--- config.mk ---
export PLATFORM = sky130hd
export DESIGN_NAME = dut_div
export DESIGN_NICKNAME = d
export VERILOG_FILES = /design/src/rtl/dut_div.sv
export SDC_FILE = /design/constraint.sdc
export NUM_CORES = 1
export LEC_CHECK = 0
export CAP_MARGIN = 20
export CORE_ASPECT_RATIO = 0.75
export CORE_MARGIN = 5
export CORE_UTILIZATION = 50
export DETAILED_ROUTE_END_ITERATION = 6
export MAX_ROUTING_LAYER = met4
export PLACE_DENSITY_LB_ADDON = 0.12
export SYNTH_ARGS = -nofsm -noshare
export SYNTH_HDL_FRONTEND = slang
export SYNTH_SLANG_ARGS = --single-unit
--- constraint.sdc ---
create_clock -name i_clk -period 4.4 [get_ports i_clk]
set_input_delay 0.88 -clock i_clk [delete_from_list [all_inputs] [get_ports i_clk]]
set_output_delay 0.88 -clock i_clk [all_outputs]
set_load 0.01 [all_outputs]
--- src/rtl/dut_div.sv ---
// Iterative restoring unsigned divider: one quotient bit per clock, MSB first,
// with valid/ready handshakes on the operand and result sides.
module dut_div #(
   parameter int BW_DATA = 4
) (
   input  logic               i_clk,
   input  logic               i_rst,
   input  logic               i_valid,
   output logic               o_ready,
   input  logic [BW_DATA-1:0] i_a,
   input  logic [BW_DATA-1:0] i_b,
   output logic               o_valid,
   input  logic               i_ready,
   output logic [BW_DATA-1:0] o_q,
   output logic [BW_DATA-1:0] o_r,
   output logic               o_div0
);

   localparam int            CW        = $clog2(BW_DATA + 1);
   localparam logic [CW-1:0] LAST_STEP = CW'(BW_DATA - 1);

   localparam logic [1:0] S_IDLE = 2'd0;
   localparam logic [1:0] S_BUSY = 2'd1;
   localparam logic [1:0] S_DONE = 2'd2;

   // One restoring step: returns {quotient_bit, new_remainder}. The trial
   // difference borrows exactly when the shifted remainder is below the divisor,
   // because the remainder entering a step is always smaller than the divisor.
   function automatic logic [BW_DATA:0] f_restore(
      input logic [BW_DATA:0]   rem_s,
      input logic [BW_DATA-1:0] dvs
   );
      logic [BW_DATA:0] trial;
      logic             q_bit;
      trial = rem_s - {1'b0, dvs};
      q_bit = ~trial[BW_DATA];
      return q_bit ? {1'b1, trial[BW_DATA-1:0]} : {1'b0, rem_s[BW_DATA-1:0]};
   endfunction

   logic [1:0]         r_state;
   logic [BW_DATA-1:0] r_dvd;
   logic [BW_DATA-1:0] r_dvs;
   logic [BW_DATA-1:0] r_rem;
   logic [BW_DATA-1:0] r_quo;
   logic [CW-1:0]      r_cnt;
   logic               r_div0;

   logic [BW_DATA:0]   w_shift;
   logic [BW_DATA:0]   w_step;
   logic               w_qbit;
   logic [BW_DATA-1:0] w_rem_nx;

   assign w_shift  = {r_rem, r_dvd[BW_DATA-1]};
   assign w_step   = f_restore(w_shift, r_dvs);
   assign w_qbit   = w_step[BW_DATA];
   assign w_rem_nx = w_step[BW_DATA-1:0];

   always_ff @(posedge i_clk or posedge i_rst) begin
      if (i_rst) begin
         r_state <= S_IDLE;
         r_dvd   <= '0;
         r_dvs   <= '0;
         r_rem   <= '0;
         r_quo   <= '0;
         r_cnt   <= '0;
         r_div0  <= 1'b0;
      end else begin
         case (r_state)
            S_IDLE: begin
               if (i_valid) begin
                  r_dvd   <= i_a;
                  r_dvs   <= i_b;
                  r_rem   <= '0;
                  r_quo   <= '0;
                  r_cnt   <= '0;
                  r_div0  <= (i_b == '0);
                  r_state <= S_BUSY;
               end
            end
            S_BUSY: begin
               // A zero divisor spends a single cycle here, so its flagged
               // result appears one edge after acceptance.
               if (r_div0) begin
                  r_quo   <= '1;
                  r_rem   <= r_dvd;
                  r_state <= S_DONE;
               end else begin
                  r_rem <= w_rem_nx;
                  r_quo <= {r_quo[BW_DATA-2:0], w_qbit};
                  r_dvd <= {r_dvd[BW_DATA-2:0], 1'b0};
                  r_cnt <= r_cnt + CW'(1);
                  if (r_cnt == LAST_STEP) begin
                     r_state <= S_DONE;
                  end
               end
            end
            S_DONE: begin
               if (i_ready) begin
                  r_state <= S_IDLE;
               end
            end
            default: begin
               r_state <= S_IDLE;
            end
         endcase
      end
   end

   assign o_ready = (r_state == S_IDLE);
   assign o_valid = (r_state == S_DONE);
   assign o_q     = r_quo;
   assign o_r     = r_rem;
   assign o_div0  = r_div0;

endmodule
=== Yosys cells after proc, flatten, opt, wreduce, memory -nomap -nowiden ===
Index checks and enable logic that the tools add are counted.

* Register bits: 22
* Output and inout bits: 11
* Input bits: 12

* Add/subtract/negate cells: 2
* Muxes and demuxes: 17
* Eq/ne operators: 7
* Reductions and logical operators: 7

{| class="wikitable"
|+ Operator list
! kind !! count
|-
| case mux 4 bit (2 select lines) || 3
|-
| two-way mux 4 bit || 5
|-
| two-way mux 2 bit || 4
|-
| two-way mux 3 bit || 2
|-
| case mux 2 bit (3 select lines) || 1
|-
| case mux 3 bit (2 select lines) || 1
|-
| AND reduction 3 bit || 2
|-
| two-way mux 5 bit || 1
|-
| subtractor 5 x 4 -> 5 bit || 1
|-
| zero test 4 bit || 1
|-
| != test 2 bit, second input constant || 2
|-
| AND reduction 2 bit || 2
|-
| adder 3 x 1 -> 3 bit, second input constant || 1
|-
| equality test 3 x 2 -> 1 bit, second input constant || 1
|-
| != test 3 bit, second input constant || 1
|-
| equality test 2 x 1 -> 1 bit, second input constant || 1
|-
| equality test 2 bit, second input constant || 1
|-
| zero test 2 bit || 1
|-
| != test 2 x 1 -> 1 bit, second input constant || 1
|-
| nonzero test 2 bit || 1
|}

=== Longest topological paths before layout ===
Gate-level depths: netlist of the first run.

* Word-level depth: 4
* Depth in mapped cells: 8
* Depth with buffers taken out: 8

=== Least setup slack after synthesis of the first run ===
OpenSTA, ideal clock, no wires.

* Path type: register -> register
* Start: reg r_dvd[3]
* End: reg r_rem[0] (netlist: o_r[0])
* Period minus slack after synthesis: 2.061 ns
* Library setup time: 0.076 ns
* Slack: 2.339 ns
* Required time: 4.324 ns
* Cell stages (with the launch flop): 9
* Data arrival time: 1.985 ns
* Path through: dfrtp_1 -> inv_1 -> ha_1 -> fa_1 -> nand2b_1 -> a21oi_2 -> xor2_2 -> mux2_2 -> o21ai_1

* Cells in the longest elaborated chain, start to end: 4

{| class="wikitable"
|+ RTL lines
! element !! RTL line !! source
|-
| from (decl) || 41 || <nowiki>logic [BW_DATA-1:0] r_dvd;</nowiki>
|-
| from (signal assigned) || 71 || <nowiki>r_dvd <= i_a;</nowiki>
|-
| from (signal assigned) || 90 || <nowiki>r_dvd <= {r_dvd[BW_DATA-2:0], 1'b0};</nowiki>
|-
| subtractor 5 x 4 -> 5 bit || 35 || <nowiki>trial = rem_s - {1'b0, dvs};</nowiki>
|-
| two-way mux 5 bit (*) || 37 || <nowiki>return q_bit ? {1'b1, trial[BW_DATA-1:0]} : {1'b0, rem_s[BW_DATA-1:0]};</nowiki>
|-
| two-way mux 4 bit (*) || 83 || <nowiki>if (r_div0) begin</nowiki>
|-
| case mux 4 bit (2 select lines) (*) || 68 || <nowiki>case (r_state)</nowiki>
|-
| to (signal assigned) || 85 || <nowiki>r_rem <= r_dvd;</nowiki>
|-
| to (signal assigned) || 88 || <nowiki>r_rem <= w_rem_nx;</nowiki>
|-
| to (decl) || 43 || <nowiki>logic [BW_DATA-1:0] r_rem;</nowiki>
|}

Every way passes the cells marked *; elsewhere a longest branch is shown, timed or not.
A chain may end at the register's enable or synchronous reset.

=== Worst setup path after layout of the first run ===
* Start: reg r_state[1]
* End: out o_ready

* Cells in the longest elaborated chain, start to end: 1

{| class="wikitable"
|+ RTL lines
! element !! RTL line !! source
|-
| from (decl) || 40 || <nowiki>logic [1:0] r_state;</nowiki>
|-
| from (signal assigned) || 60 || <nowiki>r_state <= S_IDLE;</nowiki>
|-
| from (signal assigned) || 77 || <nowiki>r_state <= S_BUSY;</nowiki>
|-
| from (signal assigned) || 86 || <nowiki>r_state <= S_DONE;</nowiki>
|-
| zero test 2 bit || 109 || <nowiki>assign o_ready = (r_state == S_IDLE);</nowiki>
|-
| to (decl) || 9 || <nowiki>output logic o_ready,</nowiki>
|}

Every way passes these cells.

==> results_dict.tcl, run 1 <==
set metrics [dict create \
    outcome "finished, final reports clean" \
    core_area_um2 2070 \
    synth_enable_flop_cells 0 \
    cts_setup_buffers 0 \
    maxSlewViolCount 0 \
    drive_above_1_share_pct 9.09 \
    netlist_area_um2 1120 \
    vdd_drop_max_mv 0.423 \
    grtUsageTotal_pct 16.0 \
    htree_levels 1 \
    syn_inst 109 \
    tns_ps 0 \
    grt-ovfl-total 0 \
    p_leak_uw 0.000643 \
    routed_wl_um 2250 \
    dieArea_um2 3290 \
    place_congestion 0.744 \
    portBuffers 22 \
    ys_seq_area_share_pct 49.3 \
    root_buffer "clkbuf_4" \
    hold_violations 0 \
    postCtsHoldBufs 0 \
    clk_latency_ps 320 \
    cts_buffers 3 \
    ys_warn_count 0 \
    maxSlewHeadroom_pct 45.1 \
    start_util_pct 54.0 \
    final_cells 156 \
    cts_tree "built" \
    cts_buffer_depth 2 \
    grt_max_degree 23 \
    regArea_um2 551 \
    multi_input_area_um2 519 \
    area_delta_synth_final_pct 26.0 \
    avgRoutedWirePerCell_um 14.4 \
    synth.most_common_cell "dfrtp_1" \
    antenna_found_initial 0 \
    dp_cells 152 \
    fin_crit_sh_pct 55.8 \
    crit_chain "nor2_1 > clkdlybuf4s50_1" \
    syn_avg_cell_area_um2 10.2 \
    max_stage_delay_ps 590 \
    rsz0062_at_grt "false" \
    critPathKind "reg -> out" \
    dp_hpwl_um 1710 \
    tightest_slew_ps 822 \
    clock-skew-final_ps 7.53 \
    first_global_vias 834 \
    fmax_ghz 0.407 \
    min_period_ps 2460 \
    worstPathRequired_ps 3520 \
    clkTransAtPathRegs_ps 120 \
    fillCellCount 175 \
    drtIter0Drc 29 \
    synth_commonest_cells "dfrtp_1, nand2_1, o21ai_0" \
    clock_sinks 22 \
    path_max_fanout 5 \
    crit_arrival_ps 1580 \
    cp-start-kind "flop" \
    via_per_inst 5.63 \
    drv_cap 0 \
    dieHeight_um 50.9 \
    ys_ff_latch 22 \
    cts_resized 0 \
    yosysUniqueCellTypes 25 \
    nets 152 \
    io_pins 23 \
    num_vias 879 \
    yosysTopAreaCellShare_pct 49.3 \
    ys.flop_type "dfrtp_1" \
    crit_slowest_cell "clkdlybuf4s50_1" \
    drtPass1Iterations 4 \
    grt_pass1_wl_um 3850 \
    route.antenna.remaining_nets 0 \
    antenna_cells 0 \
    setup-violations-final 0 \
    synthesis.nets 128 \
    async_flop_share_pct 100 \
    synth_area_leaders "dfrtp_1, ha_1, mux2_2" \
    pwr_density_cell_nw_per_um2 806 \
    die_x_um 64.6 \
    num_rows 14 \
    drc 0 \
    yosys.area.top_type "dfrtp_1" \
    endpoint_kind "primary output" \
    hold_path_class "reg -> reg" \
]
==> metal layers <==
metal | global-route usage (%) | vias to the layer above | wire length (µm)
li1 | - | 427 | -
met1 | 20.7 | 429 | 1070
met2 | 24.1 | 18 | 1060
met3 | 4.61 | 5 | 84
met4 | 5.26 | 0 | 31
met5 | - | - | 0
==> final cells by class <==
type,count,area share [%]
Timing Repair Buffer,22,15.7
Clock inverter,1,2.14
Sequential cell,22,39.1
Multi-Input combinational cell,75,36.9
Tap cell,24,2.14
Inverter,9,2.40
Clock buffer,3,1.60
==> cell usage in the layout, fill, tap and decap left out <==
cell	n
clkdlybuf4s50_1	22
nand2b_1	4
mux2_2	6
o21ai_1	3
a32o_1	1
a21oi_1	9
o21ai_0	10
xor2_2	1
nand2_1	14
o21bai_1	1
ha_1	6
clkbuf_4	3
a32oi_1	3
dfrtp_1	22
nor2b_1	2
fa_1	1
a21oi_2	1
a22o_1	1
xnor2_1	1
inv_1	9
or4_1	1
nor2_1	4
o22ai_1	3
xor2_1	1
bufinv_16	1
mux2i_1	2
==> stage by stage <==
stage	cell area, µm²	setup WS, ps	total power (µW)	util [%]	hold WS [ps]
after global routing	1410	1860	1230	68.0	533
after detailed placement	1350	2150	983	65.5	475
after global placement	1350	2170	965	65.5	450
after floorplan	1120	2340	802	-	450
after CTS	1410	1940	1140	68.0	504
final	1410	1940	1130	68.0	500
==> sequential cells by signal, summed over array words and instances (netlist names) <==
| name | count |
|---|---|
| o_div0 | 1 |
| o_q | 4 |
| o_r | 4 |
| r_cnt | 3 |
| r_dvd | 4 |
| r_dvs | 4 |
| r_state | 2 |
==> cells by family (layout without fill, tap and decap cells) <==
group           Yosys count  after routing  synth area share, %
mux                       8              8                 7.85
buf+inv                  12             35                 4.15
fa+ha+maj                 7              7                 8.52
xor+xnor                  3              3                 3.03
compound gates           32             32                 17.0
simple gates             25             25                 10.1
flops                    22             22                 49.3
==> where the power goes <==
part | switching [µW] | leakage (µW) | internal [µW]
Sequential | 78.3 | 0.000276 | 295
Clock | 63.5 | 0.0000279 | 92.2
Combinational | 310 | 0.000339 | 295
Total | 452 | 0.000643 | 683
==> worst max-delay path: cells and delay by family, from the launching register on <==
family | cells | cell delay [ps]
flip-flops | 1 | 430
buffers and inverters | 1 | 590
AND/OR/NAND/NOR | 1 | 240
==> worst paths after layout <==
path	from	to	depth (start not counted)	slack [ps]
min	o_q[3]$_DFFE_PP0P_	o_q[3]$_DFFE_PP0P_	2	500
max in group asynchronous	i_rst	o_r[0]$_DFFE_PP0P_	2	2880
max	r_state[1]$_DFFE_PP0P_	o_ready	2	1940
max reg2reg	r_dvd[3]$_DFFE_PP0P_	o_r[1]$_DFFE_PP0P_	8	2160
min in group asynchronous	i_rst	r_state[0]$_DFFE_PP0P_	2	1010
min reg2reg	o_q[3]$_DFFE_PP0P_	o_q[3]$_DFFE_PP0P_	2	500
(Power assumes the default switching activity.)
==> run 2, diff against run 1 <==
--- a/config.mk
+++ b/config.mk
@@ -8,7 +8,7 @@
 export CAP_MARGIN = 20
 export CORE_ASPECT_RATIO = 0.75
 export CORE_MARGIN = 5
-export CORE_UTILIZATION = 50
+export CORE_UTILIZATION = 49
 export DETAILED_ROUTE_END_ITERATION = 6
 export MAX_ROUTING_LAYER = met4
 export PLACE_DENSITY_LB_ADDON = 0.12
==> constraint.sdc (replaced) <==
create_clock -name i_clk -period 2.48 [get_ports i_clk]
set_input_delay 0.496 -clock i_clk [delete_from_list [all_inputs] [get_ports i_clk]]
set_output_delay 0.496 -clock i_clk [all_outputs]
set_load 0.01 [all_outputs]
==> run 2 against run 1 <==
  * Register-to-register slack got worse by 2000 ps
  * Global-route usage is 0.18 points higher
  * Highest routed layer unchanged
  * Clock-buffer cell count is the same
  * Flip-flop and latch count unchanged
  * Non-clock buffer count grew 3
  * Final area grew 1.7%
  * First-iteration DRC count increased by 31%
==> results_dict.tcl, run 2 (synthesis gave the netlist of run 1 again) <==
set metrics [dict create \
    outcome "finished, final reports clean" \
    grt_pass1_wl_um 3970 \
    maxSlewHeadroom_pct 66.8 \
    grt-ovfl-total 0 \
    rsz0062_at_grt "false" \
    worstHoldStart "o_q[3]$_DFFE_PP0P_" \
    min_period_ps 2280 \
    drc 0 \
    avgRoutedWirePerCell_um 13.8 \
    portBuffers 22 \
    path_max_fanout 5 \
    die_x_um 65.1 \
    nets 155 \
    final_cell_mix "clkdlybuf4s50_1, dfrtp_1, nand2_1" \
    grt_max_degree 23 \
    num_rows 15 \
    start_util_pct 50.0 \
    root_buffer "clkbuf_4" \
    worstPathRequired_ps 2720 \
    finalCoreUtilization_pct 64.0 \
    clock_sinks 22 \
    p_leak_uw 0.000658 \
    crit_chain "inv_1 > ha_1 > fa_1 > nand2b_1 > a21oi_2 > xor2_2 > mux2_2 > o21ai_1" \
    first_global_vias 867 \
    critPathKind "reg -> reg" \
    cp-start-kind "flop" \
    grtUsageTotal_pct 16.1 \
    htree_levels 1 \
    antenna_found_initial 0 \
    cp_top_family "adder cells" \
    clk_latency_ps 310 \
    endpoint_kind "flop" \
    area_delta_synth_final_pct 28.1 \
    dieHeight_um 51.3 \
    dieArea_um2 3340 \
    place_congestion 0.782 \
    route.antenna.remaining_nets 0 \
    drtPass1Iterations 4 \
    vdd_drop_max_mv 0.689 \
    worstReg2RegStart "r_dvd[3]$_DFFE_PP0P_" \
    clkTransAtPathRegs_ps 130 \
    fin_crit_sh_pct 92.0 \
    clock-skew-final_ps 8.12 \
    dp_hpwl_um 1710 \
    worstSetupStartpoint "r_dvd[3]$_DFFE_PP0P_" \
    tightest_slew_ps 498 \
    core_area_um2 2230 \
    drv_cap 0 \
    critPathBufInv 1 \
    cts_resized 0 \
    hold_path_class "reg -> reg" \
    hold_violations 0 \
    regArea_um2 551 \
    antenna_cells 0 \
    drtIter0Drc 38 \
    fmax_ghz 0.438 \
    cts_tree "built" \
    power_uw 2030 \
    crit_slowest_cell "fa_1" \
    drive_above_1_share_pct 11.1 \
    num_vias 852 \
    pwr_density_cell_nw_per_um2 1420 \
    setup-violations-final 0 \
    io_pins 23 \
    cts_setup_buffers 0 \
    tns_ps 0 \
    maxSlewViolCount 0 \
    multi_input_area_um2 519 \
    max_stage_delay_ps 400 \
    via_per_inst 5.33 \
    cts_buffer_depth 2 \
    cts_buffers 3 \
    fillCellCount 184 \
    crit_arrival_ps 2520 \
    routed_wl_um 2210 \
    postCtsHoldBufs 0 \
]
run 2: metal layers:
layer | GRT usage, % | vias to the layer above | wire length [µm]
met4 | 3.10 | 0 | 17
met5 | - | - | 0
met3 | 5.27 | 2 | 115
met1 | 20.6 | 398 | 1040
li1 | - | 433 | -
met2 | 25.5 | 19 | 1040
run 2: stage by stage:
stage	instances	worst slack, ps	instance area, µm²	hold WS [ps]
detailed placement	156	233	1380	456
finish	160	199	1430	479
global route	160	45.8	1430	505
CTS	160	182	1430	484
floorplan	109	419	1120	450
global placement	156	338	1380	452
run 2: area by class of cell:
class | count | area share [%]
repair buffers | 25 | 17.0
inverters | 9 | 2.36
flip-flops and latches | 22 | 38.5
clock inverters | 1 | 2.10
clock buffers | 3 | 1.57
multi-input cells | 75 | 36.3
well taps | 25 | 2.19
run 2: worst paths after layout:
| kind | to | slack (ps) | depth (start not counted) |
|---|---|---|---|
| setup / recovery | o_r[0]$_DFFE_PP0P_ | 200 | 8 |
| setup reg to reg | o_r[0]$_DFFE_PP0P_ | 200 | 8 |
| hold reg to reg | o_q[3]$_DFFE_PP0P_ | 480 | 2 |
| min in group asynchronous | r_state[0]$_DFFE_PP0P_ | 500 | 3 |
| hold / removal | o_q[3]$_DFFE_PP0P_ | 480 | 2 |
| max in group asynchronous | o_r[0]$_DFFE_PP0P_ | 1760 | 3 |
run 2: power by group:
part	total [µW]	internal, µW	leakage (µW)	switching (µW)
Clock	275	163	0.0000279	112
Sequential	662	523	0.000276	139
Combinational	1090	547	0.000354	544
Total	2030	1230	0.000658	795
run 2: worst register-to-register path, delay by kind of cell, from the launching register on:
family | cells | cell delay, ps
adder cells (fa/ha/maj) | 2 | 630
AND/OR/NAND/NOR | 1 | 170
XOR/XNOR | 1 | 310
buffers and inverters | 1 | 80
flip-flops | 1 | 360
multiplexers | 1 | 370
AO/OA/AOI/OAI | 2 | 290
==> run 3, diff against run 2 <==
--- a/config.mk
+++ b/config.mk
@@ -12,6 +12,7 @@
 export DETAILED_ROUTE_END_ITERATION = 6
 export MAX_ROUTING_LAYER = met4
 export PLACE_DENSITY_LB_ADDON = 0.12
+export SETUP_SLACK_MARGIN = 0.02
 export SYNTH_ARGS = -nofsm -noshare
 export SYNTH_HDL_FRONTEND = slang
 export SYNTH_SLANG_ARGS = --single-unit
==> results of run 3 <==
No change in the layout: final DEF, timing and power equal those of run 2.
